[config.mk]
export PLATFORM = sky130hd
export DESIGN_NAME = div_unit_ctrl_flat
export DESIGN_NICKNAME = d
export VERILOG_FILES = /design/src/rtl/div_unit_ctrl_if.sv /design/src/rtl/div_unit_ctrl.sv /design/src/flat_wrapper.sv
export SDC_FILE = /design/constraint.sdc
export NUM_CORES = 1
export LEC_CHECK = 0
export ABC_AREA = 0
export BUFFER_PORTS_ARGS = -buffer_cell sky130_fd_sc_hd__buf_2
export CAP_MARGIN = 20
export CORE_UTILIZATION = 50
export DETAILED_ROUTE_END_ITERATION = 6
export GPL_ROUTABILITY_DRIVEN = 1
export HOLD_SLACK_MARGIN = 0.06
export MAX_ROUTING_LAYER = met4
export PLACE_DENSITY = 0.75
export SYNTH_ARGS = -nofsm -noshare
export SYNTH_HDL_FRONTEND = slang
export SYNTH_SLANG_ARGS = --single-unit
[constraint.sdc]
create_clock -name i_clk -period 7.8 [get_ports i_clk]
set_input_delay 1.17 -clock i_clk [delete_from_list [all_inputs] [get_ports i_clk]]
set_output_delay 1.17 -clock i_clk [all_outputs]
set_load 0.005 [all_outputs]
[src/rtl/div_unit_ctrl_if.sv]
// div_unit_ctrl_if: request, divider and response signals of the divide sequencer.
// The slave modport is the sequencer; the master modport is its surroundings
// (issue logic, iterative divider and result consumer).
interface div_unit_ctrl_if #(
  parameter int TAG_W = 5
);
  // Request from the issue logic
  logic             req_valid;
  logic             req_ready;
  logic [1:0]       op;
  logic [31:0]      a;
  logic [31:0]      b;
  logic [TAG_W-1:0] tag;
  logic             flush;

  // Iterative divider interface
  logic             div_start;
  logic             div_signed;
  logic [31:0]      div_a;
  logic [31:0]      div_b;
  logic             div_ready;
  logic             div_done;
  logic [31:0]      div_quotient;
  logic [31:0]      div_remainder;

  // Tagged result towards writeback
  logic             rsp_valid;
  logic             rsp_ready;
  logic [31:0]      rsp_data;
  logic [TAG_W-1:0] rsp_tag;

  // Status
  logic             busy;
  logic             dbz;

  modport slave (
    input  req_valid, op, a, b, tag, flush,
    input  div_ready, div_done, div_quotient, div_remainder,
    input  rsp_ready,
    output req_ready, div_start, div_signed, div_a, div_b,
    output rsp_valid, rsp_data, rsp_tag, busy, dbz
  );

  modport master (
    output req_valid, op, a, b, tag, flush,
    output div_ready, div_done, div_quotient, div_remainder,
    output rsp_ready,
    input  req_ready, div_start, div_signed, div_a, div_b,
    input  rsp_valid, rsp_data, rsp_tag, busy, dbz
  );
endinterface

[src/rtl/div_unit_ctrl.sv]
// div_unit_ctrl: sequencer for the iterative 32-bit divider of the RV32IM EX stage.
// Takes DIV/DIVU/REM/REMU ops, answers divide-by-zero, signed overflow and repeat
// operand pairs (1-entry DIV/REM result cache) without the divider, otherwise runs
// the divider and returns the tagged result. A flush kills the op in flight.
module div_unit_ctrl #(
  parameter int TAG_W    = 5,
  parameter bit CACHE_EN = 1'b1
) (
  input  logic           i_clk,
  input  logic           i_rst,
  div_unit_ctrl_if.slave bus
);

  typedef enum logic [2:0] {
    IDLE,
    ISSUE,
    WAIT,
    CAPTURE,
    RESP,
    DRAIN
  } state_t;

  state_t state;
  state_t state_nxt;

  logic req_ready;
  logic accept;
  logic div_start;
  logic req_signed;
  logic is_dbz;
  logic is_ovf;
  logic cache_hit;
  logic shortcut;
  logic [31:0] shortcut_data;

  logic [31:0]      a_q;
  logic [31:0]      b_q;
  logic [TAG_W-1:0] tag_q;
  logic             signed_q;
  logic             rem_sel_q;
  logic [31:0]      rsp_data_q;
  logic             dbz_q;

  logic        cache_valid;
  logic        cache_signed;
  logic [31:0] cache_a;
  logic [31:0] cache_b;
  logic [31:0] cache_quo;
  logic [31:0] cache_rem;

  // Classification of the request currently offered; only meaningful on accept
  assign req_signed = ~bus.op[0];
  assign is_dbz     = (bus.b == 32'd0);
  assign is_ovf     = req_signed & (bus.a == 32'h8000_0000) & (bus.b == 32'hFFFF_FFFF);
  assign cache_hit  = CACHE_EN & cache_valid & (bus.a == cache_a) & (bus.b == cache_b) &
                      (req_signed == cache_signed);
  assign shortcut   = is_dbz | is_ovf | cache_hit;

  // Result of an op that resolves without the divider, in classification priority order
  always_comb begin
    shortcut_data = 32'd0;
    if (is_dbz) begin
      shortcut_data = bus.op[1] ? bus.a : 32'hFFFF_FFFF;
    end else if (is_ovf) begin
      shortcut_data = bus.op[1] ? 32'd0 : 32'h8000_0000;
    end else if (cache_hit) begin
      shortcut_data = bus.op[1] ? cache_rem : cache_quo;
    end
  end

  // State register; reset drops any op in flight straight back to IDLE
  always_ff @(posedge i_clk or posedge i_rst) begin
    if (i_rst) begin
      state <= IDLE;
    end else begin
      state <= state_nxt;
    end
  end

  // Next state, request ready and divider start; flush takes precedence in every state
  always_comb begin
    state_nxt = state;
    req_ready = 1'b0;
    div_start = 1'b0;
    case (state)
      IDLE: begin
        // Held low during reset too, so every output reads 0 while i_rst is high
        req_ready = ~bus.flush & ~i_rst;
        if (bus.req_valid & req_ready) begin
          state_nxt = shortcut ? RESP : ISSUE;
        end
      end
      ISSUE: begin
        div_start = bus.div_ready & ~bus.flush;
        if (bus.flush) begin
          state_nxt = IDLE;
        end else if (div_start) begin
          state_nxt = WAIT;
        end
      end
      WAIT: begin
        if (bus.flush) begin
          state_nxt = DRAIN;
        end else if (bus.div_done) begin
          state_nxt = CAPTURE;
        end
      end
      CAPTURE: begin
        state_nxt = bus.flush ? DRAIN : RESP;
      end
      RESP: begin
        if (bus.flush | bus.rsp_ready) begin
          state_nxt = IDLE;
        end
      end
      DRAIN: begin
        // The killed divide must fully retire before a new op may start it again
        if (bus.div_ready & ~bus.div_done) begin
          state_nxt = IDLE;
        end
      end
      default: begin
        state_nxt = IDLE;
      end
    endcase
  end

  assign accept = (state == IDLE) & bus.req_valid & req_ready;

  // Request registers and the response word, loaded on accept or from the divider in CAPTURE
  always_ff @(posedge i_clk or posedge i_rst) begin
    if (i_rst) begin
      a_q        <= 32'd0;
      b_q        <= 32'd0;
      tag_q      <= '0;
      signed_q   <= 1'b0;
      rem_sel_q  <= 1'b0;
      rsp_data_q <= 32'd0;
      dbz_q      <= 1'b0;
    end else begin
      dbz_q <= accept & is_dbz;
      if (accept) begin
        a_q       <= bus.a;
        b_q       <= bus.b;
        tag_q     <= bus.tag;
        signed_q  <= req_signed;
        rem_sel_q <= bus.op[1];
        if (shortcut) begin
          rsp_data_q <= shortcut_data;
        end
      end
      if ((state == CAPTURE) & ~bus.flush) begin
        rsp_data_q <= rem_sel_q ? bus.div_remainder : bus.div_quotient;
      end
    end
  end

  // Result cache: only a completed divider run refills it, only reset invalidates it
  always_ff @(posedge i_clk or posedge i_rst) begin
    if (i_rst) begin
      cache_valid  <= 1'b0;
      cache_signed <= 1'b0;
      cache_a      <= 32'd0;
      cache_b      <= 32'd0;
      cache_quo    <= 32'd0;
      cache_rem    <= 32'd0;
    end else if ((state == CAPTURE) & ~bus.flush) begin
      cache_valid  <= 1'b1;
      cache_signed <= signed_q;
      cache_a      <= a_q;
      cache_b      <= b_q;
      cache_quo    <= bus.div_quotient;
      cache_rem    <= bus.div_remainder;
    end
  end

  assign bus.req_ready  = req_ready;
  assign bus.div_start  = div_start;
  assign bus.div_signed = signed_q;
  assign bus.div_a      = a_q;
  assign bus.div_b      = b_q;
  assign bus.rsp_valid  = (state == RESP);
  assign bus.rsp_data   = rsp_data_q;
  assign bus.rsp_tag    = tag_q;
  assign bus.busy       = (state != IDLE);
  assign bus.dbz        = dbz_q;

endmodule

[src/flat_wrapper.sv]
// flat-port wrapper written by rule: the top's interface ports become plain ports
module div_unit_ctrl_flat 
#(
  parameter int TAG_W    = 5,
  parameter bit CACHE_EN = 1'b1
)
  (i_clk, i_rst, bus_req_valid, bus_op, bus_a, bus_b, bus_tag, bus_flush, bus_div_ready, bus_div_done, bus_div_quotient, bus_div_remainder, bus_rsp_ready, bus_req_ready, bus_div_start, bus_div_signed, bus_div_a, bus_div_b, bus_rsp_valid, bus_rsp_data, bus_rsp_tag, bus_busy, bus_dbz);
  div_unit_ctrl_if #(.TAG_W(TAG_W)) bus_i ();
  input  logic i_clk;
  input  logic i_rst;
  input wire logic [$bits(bus_i.req_valid)-1:0] bus_req_valid;
  input wire logic [$bits(bus_i.op)-1:0] bus_op;
  input wire logic [$bits(bus_i.a)-1:0] bus_a;
  input wire logic [$bits(bus_i.b)-1:0] bus_b;
  input wire logic [$bits(bus_i.tag)-1:0] bus_tag;
  input wire logic [$bits(bus_i.flush)-1:0] bus_flush;
  input wire logic [$bits(bus_i.div_ready)-1:0] bus_div_ready;
  input wire logic [$bits(bus_i.div_done)-1:0] bus_div_done;
  input wire logic [$bits(bus_i.div_quotient)-1:0] bus_div_quotient;
  input wire logic [$bits(bus_i.div_remainder)-1:0] bus_div_remainder;
  input wire logic [$bits(bus_i.rsp_ready)-1:0] bus_rsp_ready;
  output wire logic [$bits(bus_i.req_ready)-1:0] bus_req_ready;
  output wire logic [$bits(bus_i.div_start)-1:0] bus_div_start;
  output wire logic [$bits(bus_i.div_signed)-1:0] bus_div_signed;
  output wire logic [$bits(bus_i.div_a)-1:0] bus_div_a;
  output wire logic [$bits(bus_i.div_b)-1:0] bus_div_b;
  output wire logic [$bits(bus_i.rsp_valid)-1:0] bus_rsp_valid;
  output wire logic [$bits(bus_i.rsp_data)-1:0] bus_rsp_data;
  output wire logic [$bits(bus_i.rsp_tag)-1:0] bus_rsp_tag;
  output wire logic [$bits(bus_i.busy)-1:0] bus_busy;
  output wire logic [$bits(bus_i.dbz)-1:0] bus_dbz;
  assign bus_i.req_valid = bus_req_valid;
  assign bus_i.op = bus_op;
  assign bus_i.a = bus_a;
  assign bus_i.b = bus_b;
  assign bus_i.tag = bus_tag;
  assign bus_i.flush = bus_flush;
  assign bus_i.div_ready = bus_div_ready;
  assign bus_i.div_done = bus_div_done;
  assign bus_i.div_quotient = bus_div_quotient;
  assign bus_i.div_remainder = bus_div_remainder;
  assign bus_i.rsp_ready = bus_rsp_ready;
  assign bus_req_ready = bus_i.req_ready;
  assign bus_div_start = bus_i.div_start;
  assign bus_div_signed = bus_i.div_signed;
  assign bus_div_a = bus_i.div_a;
  assign bus_div_b = bus_i.div_b;
  assign bus_rsp_valid = bus_i.rsp_valid;
  assign bus_rsp_data = bus_i.rsp_data;
  assign bus_rsp_tag = bus_i.rsp_tag;
  assign bus_busy = bus_i.busy;
  assign bus_dbz = bus_i.dbz;
  div_unit_ctrl #(.TAG_W(TAG_W), .CACHE_EN(CACHE_EN)) u_core (.i_clk(i_clk), .i_rst(i_rst), .bus(bus_i));
endmodule
* After elaboration in Yosys (flattened, before gate mapping) *
Cells that the tools add are included.

cells by class
  mux-type cells = 22
  multipliers = 0
  equality and inequality tests = 15
  magnitude comparators = 0
  reductions and logical operators = 7
  bitwise gates (word level) = 20
  add/sub/neg operators = 0
  shift operators = 0
  div/mod/pow operators = 0

operators with widths
  kind                  count
  $mux 32               10
  $eq 32x32->1          2
  $eq 32x32->1 const B  2
  $logic_not 32->1      1
  $mux 3                8
  $pmux 3 s6            1
  $and 1x1->1           13
  $eq 3x2->1 const B    2
  $eq 3x3->1 const B    2
  $ne 2x1->1 const B    3
  $reduce_and 5->1      1
  $not 1->1             4
  $reduce_bool 2->1     2
  $eq 3x1->1 const B    1
  $logic_not 3->1       1
  $mux 1                3
  $ne 3x2->1 const B    1
  $ne 3x3->1 const B    1
  $or 1x1->1            3
  $reduce_bool 3->1     1
  $reduce_and 2->1      1
  $eq 1x1->1            1

storage, ports and cells
  memories = 0
  bits of input ports = 142
  RAM bits = 0
  output and inout port bits = 107
  bits in registers = 237
  ROM bits = 0
  bits in latches = 0

* Depth between registers and ports, before layout *
Gate-level depths: netlist of run 1.

  word-level depth = 10
  gate-level depth with buffers = 10

* Worst setup path after synthesis of run 1 *
No wires, ideal clock.

  kind = input -> register
  from = input bus_b[31]
  to = register u_core.rsp_data_q[0], in the netlist u_core.bus.rsp_data[0]
  data arrival time = 3224 ps
  buffers on the path = 2
  setup slack = 4502 ps
  cell stages on the path = 9
  cells stage by stage = nor2b_1 -> or4_1 -> nor4_2 -> nand3_1 -> or4_1 -> buf_2 -> buf_6 -> o221a_1 -> a21oi_2

between the ends
  longest elaborated chain between the ends = 9
  elaborated cells on any way between the ends = 16

ends and longest elaborated chain
  item                       RTL line              text
  start: declaration         flat_wrapper.sv:14    input wire logic [$bits(bus_i.b)-1:0] bus_b;
  $eq 32x32->1               div_unit_ctrl.sv:55   assign cache_hit = CACHE_EN & cache_valid & (bus.a == cache_a) & (bus.b == cache_b) &
  $and 1x1->1 (2 in series)  div_unit_ctrl.sv:55
  $mux 32                    div_unit_ctrl.sv:66   end else if (cache_hit) begin
  $mux 32                    div_unit_ctrl.sv:64   end else if (is_ovf) begin
  $mux 32                    div_unit_ctrl.sv:62   if (is_dbz) begin
  $mux 32                    div_unit_ctrl.sv:148  if (shortcut) begin
  $mux 32                    div_unit_ctrl.sv:142  if (accept) begin
  $mux 32                    div_unit_ctrl.sv:152  if ((state == CAPTURE) & ~bus.flush) begin
  end signal: assignment     div_unit_ctrl.sv:149  rsp_data_q <= shortcut_data;
  end signal: assignment     div_unit_ctrl.sv:153  rsp_data_q <= rem_sel_q ? bus.div_remainder : bus.div_quotient;
  end: declaration           div_unit_ctrl.sv:41   logic [31:0] rsp_data_q;

Several ways; a longest one is shown, not always the timed one. The select of a mux whose other input is x is not followed.
A chain may end at the register's enable or synchronous reset.

* Final worst setup path of run 1 *
  from = input bus_a[17]
  to = register u_core.rsp_data_q[15], in the netlist u_core.bus.rsp_data[15]

between the ends
  longest elaborated chain between the ends = 10
  elaborated cells on any way between the ends = 17

ends and longest elaborated chain
  item                       RTL line              text
  start: declaration         flat_wrapper.sv:13    input wire logic [$bits(bus_i.a)-1:0] bus_a;
  $eq 32x32->1               div_unit_ctrl.sv:55
  $and 1x1->1 (3 in series)  div_unit_ctrl.sv:55
  $mux 32                    div_unit_ctrl.sv:66
  $mux 32                    div_unit_ctrl.sv:64
  $mux 32                    div_unit_ctrl.sv:62
  $mux 32                    div_unit_ctrl.sv:148
  $mux 32                    div_unit_ctrl.sv:142
  $mux 32                    div_unit_ctrl.sv:152

Several ways; a longest one is shown, not always the timed one. The select of a mux whose other input is x is not followed.

==> results of run 1 <==
## how the worst min path moves through the flow
| stage | end | slack, ns | cells after the start |
|---|---|---|---|
| 6_report | u_core.cache_a[21] | 0.48 | 2 |
| 5_1_grt | u_core.cache_valid | 0.50 | 2 |
| 3_5_place_dp | u_core.cache_valid | 0.47 | 2 |
| 2_1_floorplan | u_core.cache_valid | 0.44 | 2 |
| 3_3_place_gp | u_core.cache_valid | 0.46 | 2 |
| 4_1_cts | u_core.cache_valid | 0.48 | 2 |
## cell type report
cell class	count	area, um^2
repair buffers	258	1340
well taps	285	357
flip-flops and latches	237	5930
multi-input cells	809	5130
clock buffers	33	738
clock inverters	14	298
inverters	77	297
fillers	1882	8550
diodes	1	2.50
## synth_stat cells, drive strengths merged (7+ instances only)
cell	number
nand4	31
dfrtp	237
nor2	19
xnor2	21
a2111oi	7
mux2	98
nand3	8
nand2	303
clkbuf	48
o21ai	76
inv	77
o22ai	31
a21oi	36
nor3	7
buf	16
nor4	48
nor2b	41
o221a	31
xor2	19
## layer usage
metal / global-route usage [%] / wire length (um)
met3: 4.51 / 2530
met2: 48.5 / 16300
met4: 12.1 / 1400
met5: - / 0
met1: 38.6 / 14300
## tightest hold or removal path, cell delays in order, from the launching register on
cell	delay [ns]
dfrtp_1	0.35
nand2_1	0.05
nand2_1	0.05
## sequential cells by signal, summed over array words and instances, names as in the netlist
signal,flops
u_core.bus.div_a,32
u_core.bus.div_b,32
u_core.bus.rsp_data,32
u_core.cache_a,32
u_core.cache_b,32
u_core.cache_quo,32
u_core.cache_rem,32
u_core.bus.rsp_tag,5
u_core.state,3
u_core.bus.dbz,1
u_core.bus.div_signed,1
u_core.cache_signed,1
u_core.cache_valid,1
u_core.rem_sel_q,1
## stage by stage
stage	total power, W	hold WS, ns
after floorplan	0.00315	0.435
after global placement	0.00378	0.465
after detailed placement	0.00385	0.470
after CTS	0.00534	0.485
after global routing	0.00563	0.499
final	0.00531	0.479
## cells by family after synthesis
logic type                Yosys count  synth area share [%]
muxes                              98                  9.54
xor gates and xnor gates           40                  3.03
DFF                               237                  51.2
AOI/OAI and AO/OA                 193                  12.1
buffers and inverters             141                  4.92
and+or+nand+nor                   478                  19.2
## report_power, final
part           switching [W]  internal (W)
logic               0.000841      0.000763
clock network       0.000502      0.000963
registers           0.000414       0.00183
==> metrics.txt, run 1 <==
status=complete, no violations; setup tns final=0 ns; All-Layer GR Usage=30.3%; flops & latches, synth=237; max-slew violation count=0; ANT nets after route=0; gpl congestion=~1; row count=55; nets@finish=1551; synth unique cells=50; setup slack after layout=4.14 ns; CTS tree=yes; Syn Area/Cell=9.75 um^2; commonest non-fill, non-tap cells in the layout=nand2_1, buf_2, dfrtp_1; largest net degree at the start of global routing=95; drt total wl=34.6 mm; Max H-tree Level=1; r2r endpoint=u_core.bus.rsp_data[15]; Critical Path AT=between 4 and 5 ns; Top delay family on crit path=compound AO/OA/AOI/OAI gates; Post-Syn Nets=approximately 1.3k; Clock Pin Slew Worst Setup and Hold Paths=roughly 0.060 ns; Die X=~150 um; drt initial violations=696; max-cap violations=0; YS warnings=0; CTS root buffer=clkbuf_16; fin crit share=a little under half; fraction of the yosys area taken by sequential cells=51.2%; CP Cell Sequence=buf_2 -> xnor2_1 -> nand4_1 -> or4_1 -> nor4_1 -> a311oi_1 -> a21oi_4 -> o22ai_1 -> a21oi_2; share of the synthesized area in the top cell type=51.2%; Ports=249; Post-Route Utilization=62.2%; global-route wire length before repair=~54 mm; reg-to-reg slack, setup=4.50 ns; Worst Path Buf+Inv=1; placed wire-length estimate=24.3 mm; Slowest-stage cell, CP=a21oi_4; Initial Utilization=51.1%; Non-Filler Instances=1714; clk_skew=0.0117 ns; Worst IR Drop VDD=218 uV; Req. time, crit path=8.25 ns; share of cells above drive strength 1=31.4%; setup bufs post-CTS=0; cell area after synthesis=11600 um^2; cell taking the most area after synthesis=dfrtp_1; final hold violation count=0; most common cell after layout, fill and taps aside=nand2_1; vias in the first global route=9838; dominant cells by area after synthesis=dfrtp_1, nand2_1, mux2_2; Die Y-Extent=~150 um; DP Area=13000 um^2; post-DR wirelength/cell=20.2 um; final setup vio count=0; post-DR vias/cell=5.78; Post-CTS Resized=0; Critical Path Start Type=input pin; Pwr Density=between 300 and 400 nW/um^2; hold buffers post-CTS=0; die footprint=approximately 24000 um^2; async set-reset flop share out of synthesis=100%; EDFF count, synth=0; worst hold start=u_core.bus.div_a[21]; Num CTS Buffers=26; core region area=22600 um^2; Fmax=approximately 270 MHz; antenna violations before repair=1; # DRC=0; CTS Sinks=~240; Relative slew margins=26.8%; max incr delay on CP=approximately 0.84 ns; RSZ-0062 raised after global routing=false; ys flop type=dfrtp_1; Place WS=3.64 ns; end of the critical path=u_core.bus.rsp_data[15]; Syn Inst Count=1187; worst r2r src=u_core.cache_a[17]; Least-Margin Pin Slew=1.10 ns; leak pwr=about 6.7 nW; clk buf depth=3; Layout area overhead=21.7%; Placed Cells=1665; Detailed Routing Iterations Pass 1=5; time the worst path needs with I/O delays and setup=~3.7 ns; worst hold path class=reg -> reg; IO Port Bufs=~250; Final Cell Area=14100 um^2; critical path type=in -> reg; grt total ovfl=0; worst r2r path cells=8; critical path depth=9; clk_lat worst skew=0.53 ns; critical path fanouts, max=33; via count of the routed design=roughly 9.9k; Setup crit start=bus_a[17]; Setup crit end kind=flip-flop
Power figures use the tool's default switching activity.
==> run 2: changes to the inputs <==
--- a/config.mk
+++ b/config.mk
@@ -5,7 +5,7 @@
 export SDC_FILE = /design/constraint.sdc
 export NUM_CORES = 1
 export LEC_CHECK = 0
-export ABC_AREA = 0
+export ABC_AREA = 1
 export BUFFER_PORTS_ARGS = -buffer_cell sky130_fd_sc_hd__buf_2
 export CAP_MARGIN = 20
 export CORE_UTILIZATION = 50
==> constraint.sdc (replaced) <==
create_clock -name i_clk -period 3 [get_ports i_clk]
set_input_delay 0.45 -clock i_clk [delete_from_list [all_inputs] [get_ports i_clk]]
set_output_delay 0.45 -clock i_clk [all_outputs]
set_load 0.005 [all_outputs]
==> run 2 against run 1 <==
- clock skew grew 0.012 ns
- flip-flop and latch count is the same
- critical path depth grew 5
- combinational power grew to 2.6 times the previous value
- highest routed layer unchanged
- sequential power grew to 2.5 times the previous value
- final cell count grew 26%
- clock power grew 110%
- die area grew 3.8%
- largest cell class unchanged
- wire length shrank 2.8%
- design area grew 1.3%
- non-clock buffer count grew 7
- critical endpoint is now u_core.bus.rsp_data[27]
- via count grew 12%
==> metrics.txt, run 2 <==
status=complete, no violations; fin crit share=between 70% and 80%; CP Cell Sequence=inv_1 -> nand2_1 -> o21ai_0 -> nor2_1 -> nand2_1 -> nor2_1 -> nand3_1 -> nor2_4 -> nand2_4 -> nand2_4 -> a21oi_2 -> buf_12 -> nand2_1 -> nand2_1; Hold WS=0.123 ns; final setup vio count=0; Req. time, crit path=3.46 ns; critical path fanouts, max=21; Post-Syn Nets=1756; All-Layer GR Usage=between 20% and 30%; CTS root buffer=clkbuf_16; post-DR wirelength/cell=15.5 um; core region area=23500 um^2; grt total ovfl=0; fillcell total=2169; hold buffers post-CTS=0; worst hold path class=in -> reg; Num CTS Buffers=27; r2r endpoint=u_core.bus.rsp_data[27]; time the worst path needs with I/O delays and setup=roughly 2.2 ns; Pwr Density=899 nW/um^2; dominant cells by area after synthesis=dfrtp_1, nand2_1, o21ai_0; Top delay family on crit path=simple AND/OR/NAND/NOR gates; CTS Sinks=around 240; max incr delay on CP=about 0.65 ns; row count=56; Critical Path AT=2.69 ns; worst r2r src=u_core.cache_a[11]; Syn Inst Count=1614; Max H-tree Level=1; max-cap violations=0; cell taking the most area after synthesis=dfrtp_1; Syn Area/Cell=7.45 um^2; worst hold start=bus_tag[1]; IO Port Bufs=248; Most common cell on crit path=nand2_1; total power=roughly 0.013 W; via count of the routed design=11.1k; Initial Utilization=51.0%; largest net degree at the start of global routing=191; placed wire-length estimate=23.4 mm; final hold violation count=0; Detailed Routing Iterations Pass 1=7; max-slew violation count=0; ANT cells=0; Ports=roughly 250; RSZ-0062 raised after global routing=false; clk_skew=0.0235 ns; cell area after synthesis=12000 um^2; post-DR vias/cell=5.11; Die X=157 um; flops & latches, synth=between 200 and 250; Hold Path Cell Cnt=3; # DRC=0; Worst Path Buf+Inv=2; Clock Pin Slew Worst Setup and Hold Paths=approximately 0.060 ns; worst r2r path cells=14; ANT nets after route=0; global-route wire length before repair=about 53 mm; Post-CTS Resized=0; most common cell in the netlist=nand2_1; clk_lat worst skew=0.53 ns; antenna violations before repair=0; Worst IR Drop VDD=between 500 and 600 uV; drt initial violations=~810; Post-Route Utilization=60.6%; die footprint=24700 um^2; Post-synth top cells=nand2_1, dfrtp_1, o21ai_0, inv_1, nor2_1; YS warnings=0; clk buf depth=3; leak pwr=7.86 nW; setup bufs post-CTS=0; critical path type=reg -> reg; commonest non-fill, non-tap cells in the layout=nand2_1, buf_2, dfrtp_1; Slowest-stage cell, CP=a21oi_2; Hold Path Sink=u_core.bus.rsp_tag[1]; reg-to-reg slack, setup=roughly 0.77 ns; vias in the first global route=10.2k; gpl congestion=a little over 0.9; share of the synthesized area in the top cell type=49.3%; fraction of the yosys area taken by sequential cells=49.3%; nets@finish=1970; synth unique cells=38; drt total wl=33.6 mm; Die Y-Extent=~160 um; async set-reset flop share out of synthesis=100%; Setup crit end kind=flip-flop; Least-Margin Pin Slew=1.04 ns; most common cell after layout, fill and taps aside=nand2_1; EDFF count, synth=0; Fmax=448 MHz; Critical Path Start Type=flip-flop; ys flop type=dfrtp_1; Layout area overhead=18.7%; share of cells above drive strength 1=between 20% and 30%; CTS tree=yes; Relative slew margins=30.5%
run 2: changes by cell type after synthesis, moves of 31 or more:
cell,change
nor4_1,-46
nor2b_1,-41
mux2_2,-98
nand2_1,+440
inv_1,+42
o211ai_1,+31
o21ai_0,+61
inv_2,+38
o21ai_1,+32
run 2: per-layer routing:
metal	global-route usage, %	wire [um]
met1	39.6	15400
met2	43.5	15300
met3	3.22	2080
met4	8.04	856
met5	-	0
run 2: kinds of logic (layout without fill, tap and decap cells):
kind of cell,after synthesis,after routing,synth area share (%)
flops,237,237,49.3
compound gates,241,241,10.9
xor+xnor,27,27,1.97
buf+inv,238,468,8.11
mux,1,1,0.0833
simple gates,870,870,29.5
run 2: worst max-delay path by stage:
stage	depth (start not counted)	slack, ns	endpoint	from
6_report	14	0.77	u_core.bus.rsp_data[27]	u_core.cache_a[11]
3_3_place_gp	15	0.67	u_core.bus.rsp_data[13]	bus_a[12]
2_1_floorplan	7	-1.66	u_core.state[2]	i_rst
5_1_grt	16	0.62	u_core.bus.rsp_data[27]	u_core.cache_b[31]
3_5_place_dp	12	0.58	u_core.bus.rsp_data[25]	bus_a[0]
4_1_cts	14	0.74	u_core.bus.rsp_data[27]	u_core.cache_a[11]
run 2: stage by stage:
stage	instances	setup TNS (ns)	worst slack [ns]	area (um^2)
4_1_cts	2163	0	0.738	14300
2_1_floorplan	1614	-138.90	-1.66	12000
3_3_place_gp	2118	0	0.671	13500
6_report	2163	0	0.766	14300
5_1_grt	2163	0	0.622	14300
3_5_place_dp	2118	0	0.580	13500
run 2: tightest hold or removal path: stages:
cell and delay [ns]:
buf_2 0.07, nand2_1 0.04, nand2_1 0.04
run 2: final cells by class:
class                      count  area (um^2)  share of cell area (%)
sequential                   237         5930                    41.6
multi-input combinational   1139         5130                    35.9
timing repair buffer         265         1420                    9.94
clock buffer                  39          761                    5.33
inverter                     158          599                    4.20
tap                          319          399                    2.80
clock inverter                 6         33.8                   0.237
run 2: report_power, final:
part | internal (W) | switching (W) | leakage, nW
combinational | 0.00168 | 0.00242 | 4.45
clock | 0.00174 | 0.00128 | 0.395
sequential | 0.00470 | 0.00101 | 3.02
==> run 3: changes to the inputs <==
--- a/config.mk
+++ b/config.mk
@@ -5,15 +5,15 @@
 export SDC_FILE = /design/constraint.sdc
 export NUM_CORES = 1
 export LEC_CHECK = 0
-export ABC_AREA = 1
+export ABC_AREA = 0
 export BUFFER_PORTS_ARGS = -buffer_cell sky130_fd_sc_hd__buf_2
 export CAP_MARGIN = 20
-export CORE_UTILIZATION = 50
+export CORE_UTILIZATION = 55
 export DETAILED_ROUTE_END_ITERATION = 6
 export GPL_ROUTABILITY_DRIVEN = 1
 export HOLD_SLACK_MARGIN = 0.06
 export MAX_ROUTING_LAYER = met4
-export PLACE_DENSITY = 0.75
+export PLACE_DENSITY = 0.78
 export SYNTH_ARGS = -nofsm -noshare
 export SYNTH_HDL_FRONTEND = slang
 export SYNTH_SLANG_ARGS = --single-unit
==> constraint.sdc (replaced) <==
create_clock -name i_clk -period 2.14 [get_ports i_clk]
set_input_delay 0.321 -clock i_clk [delete_from_list [all_inputs] [get_ports i_clk]]
set_output_delay 0.321 -clock i_clk [all_outputs]
set_load 0.005 [all_outputs]
==> run 3 against run 2 <==
- the flow now finishes with violations (setup timing)
- clock power is 58% higher
- final cell count is 11% lower
- hold slack worse by 0.062 ns
- design area increased by 14%
- register-to-register slack worse by 1.4 ns
- maximum frequency down 19%
- critical path type unchanged
- largest cell class unchanged
- highest routed layer unchanged
==> metrics.txt, run 3 (synthesized netlist as in run 1, its figures left out) <==
Num CTS Buffers=26; fin crit share=129%; Ports=249; All-Layer GR Usage=38.2%; Clock Pin Slew Worst Setup and Hold Paths=0.06 ns; Detailed Routing Iterations Pass 1=5; worst hold path class=in -> reg; core region area=just over 20000 um^2; via count of the routed design=roughly 11k; final setup vio count=34; gpl congestion=about 1; Setup crit start=u_core.cache_a[28]; nets@finish=1780; Pwr Density=1240 nW/um^2; leak pwr=7.81 nW; time the worst path needs with I/O delays and setup=2.76 ns; clk buf depth=3; CTS root buffer=clkbuf_16; Max H-tree Level=1; Worst IR Drop VDD=779 uV; # DRC=0; Layout area overhead=40.5%; Relative slew margins=around 43%; drt total wl=40.5 mm; fillcell total=1279; largest net degree at the start of global routing=98; Logic pwr share=36.1%; antenna violations before repair=3; post-DR wirelength/cell=21.0 um; Final Cell Area=16300 um^2; drt initial violations=914; post-DR vias/cell=~5.8; sw frac=34.7%; Fmax=roughly 360 MHz; CTS Sinks=237; Die X=147 um; sequential share of power=~40%; Storage cell area=5930 um^2; CTS tree=yes; die footprint=21600 um^2; clk_lat worst skew=around 0.53 ns; vias in the first global route=around 11k; Non-Filler Instances=just under 2k; Place WS=-0.770 ns; worst r2r src=u_core.cache_a[28]; share of cells above drive strength 1=38.5%; Hold WS=0.0608 ns; Die Y-Extent=147 um; Req. time, crit path=2.59 ns; max-slew violation count=0; worst hold start=bus_div_quotient[23]; global-route wire length before repair=62.3 mm; final hold violation count=0; net switching power=0.00697 W; internal power=0.0131 W; Clock power frac=23.7%; critical path type=reg -> reg; row count=52; DP Area=14400 um^2; Critical Path AT=3.21 ns; Placed Cells=between 1.5k and 2k; status=complete, but fails checks; commonest non-fill, non-tap cells in the layout=nand2_1, buf_2, dfrtp_1; ANT nets after route=0; placed wire-length estimate=between 20 and 30 mm; Setup crit end kind=flip-flop; multi-input logic area=5340 um^2; RSZ-0062 raised after global routing=true; grt total ovfl=0; failing checks=setup timing; setup slack after layout=-0.621 ns; most common cell after layout, fill and taps aside=nand2_1; critical path fanouts, max=15; Initial Utilization=56.7%; clk_skew=0.0142 ns; Least-Margin Pin Slew=0.855 ns; IO Port Bufs=~250; max-cap violations=0; Critical Path Start Type=flip-flop
==> run 3: changes by cell type in the layout (fill, tap and decap cells not counted), sizes merged, moves of 65 or more <==
cell / delta
nand2: -444
buf: +155
dlygate4sd3: +65
mux2: +98
inv: -81
o21ai: -93
==> run 3: critical path, stage by stage, from the launching register on <==
cell and delay [ns]:
dfrtp_1 0.40, xnor2_2 0.24, nand4_1 0.16, nand4b_1 0.26, nor4_4 0.37, nand3_2 0.12
or4_4 0.51, clkbuf_16 0.22, o221a_1 0.24, a21oi_2 0.15
==> run 3: routing by layer <==
metal  vias to the layer above  part of all wire [%]  track usage, %
met4                         0                   4.9            16.6
met3                       141                   7.3            5.50
met1                      5491                    40            48.7
met2                       606                    48            61.3
li1                       5006                     -               -
met5                         -                     0               -
==> run 3: power groups by stage <==
stage | clock network, W | logic, W | registers (W)
after detailed placement | 0 | 0.00679 | 0.00801
after floorplan | 0 | 0.00365 | 0.00784
final | 0.00476 | 0.00725 | 0.00809
after global routing | 0.00497 | 0.00787 | 0.00830
after CTS | 0.00477 | 0.00705 | 0.00800
after global placement | 0 | 0.00660 | 0.00793
==> run 3: timing repair <==
| action | CTS | global route |
|---|---|---|
| endpoints found under the setup margin | 34 | 35 |
| setup buffers | 4 | 2 |
| hold buffers | 65 | 0 |
| gates cloned | 2 | 2 |
| resized for setup | 21 | 17 |
| pin swaps | 7 | 10 |
| endpoints found under the hold margin | 152 | 0 |
==> run 3: final cells by class <==
| cell class | count | share of cell area, % |
|---|---|---|
| Inverter | 77 | 1.80 |
| Tap cell | 270 | 2.08 |
| Timing Repair Buffer | 487 | 21.2 |
| Clock inverter | 11 | 0.969 |
| Multi-Input combinational cell | 809 | 32.8 |
| Sequential cell | 237 | 36.5 |
| Clock buffer | 35 | 4.59 |
| Antenna cell | 3 | 0.0462 |
==> run 3: final timing paths <==
path / endpoint / slack, ns / cells after the start
worst max-delay path: u_core.bus.rsp_data[18] / -0.62 / 9
worst min-delay path: u_core.cache_quo[23] / 0.06 / 3
worst max register to register: u_core.bus.rsp_data[18] / -0.62 / 9
worst min register to register: u_core.cache_b[2] / 0.48 / 2
max in group asynchronous: u_core.bus.div_a[1] / 1.07 / 4
min in group asynchronous: u_core.bus.div_a[25] / 0.30 / 3
==> run 3: metrics by stage <==
| step | util [%] | total power (W) | setup TNS (ns) |
|---|---|---|---|
| 2_1_floorplan | - | 0.0115 | -314.84 |
| 3_3_place_gp | 70.3 | 0.0145 | -23.84 |
| 3_5_place_dp | 70.3 | 0.0148 | -24.46 |
| 4_1_cts | 78.8 | 0.0198 | -16.30 |
| 5_1_grt | 79.6 | 0.0211 | -21.64 |
| 6_report | 79.6 | 0.0201 | -18.24 |
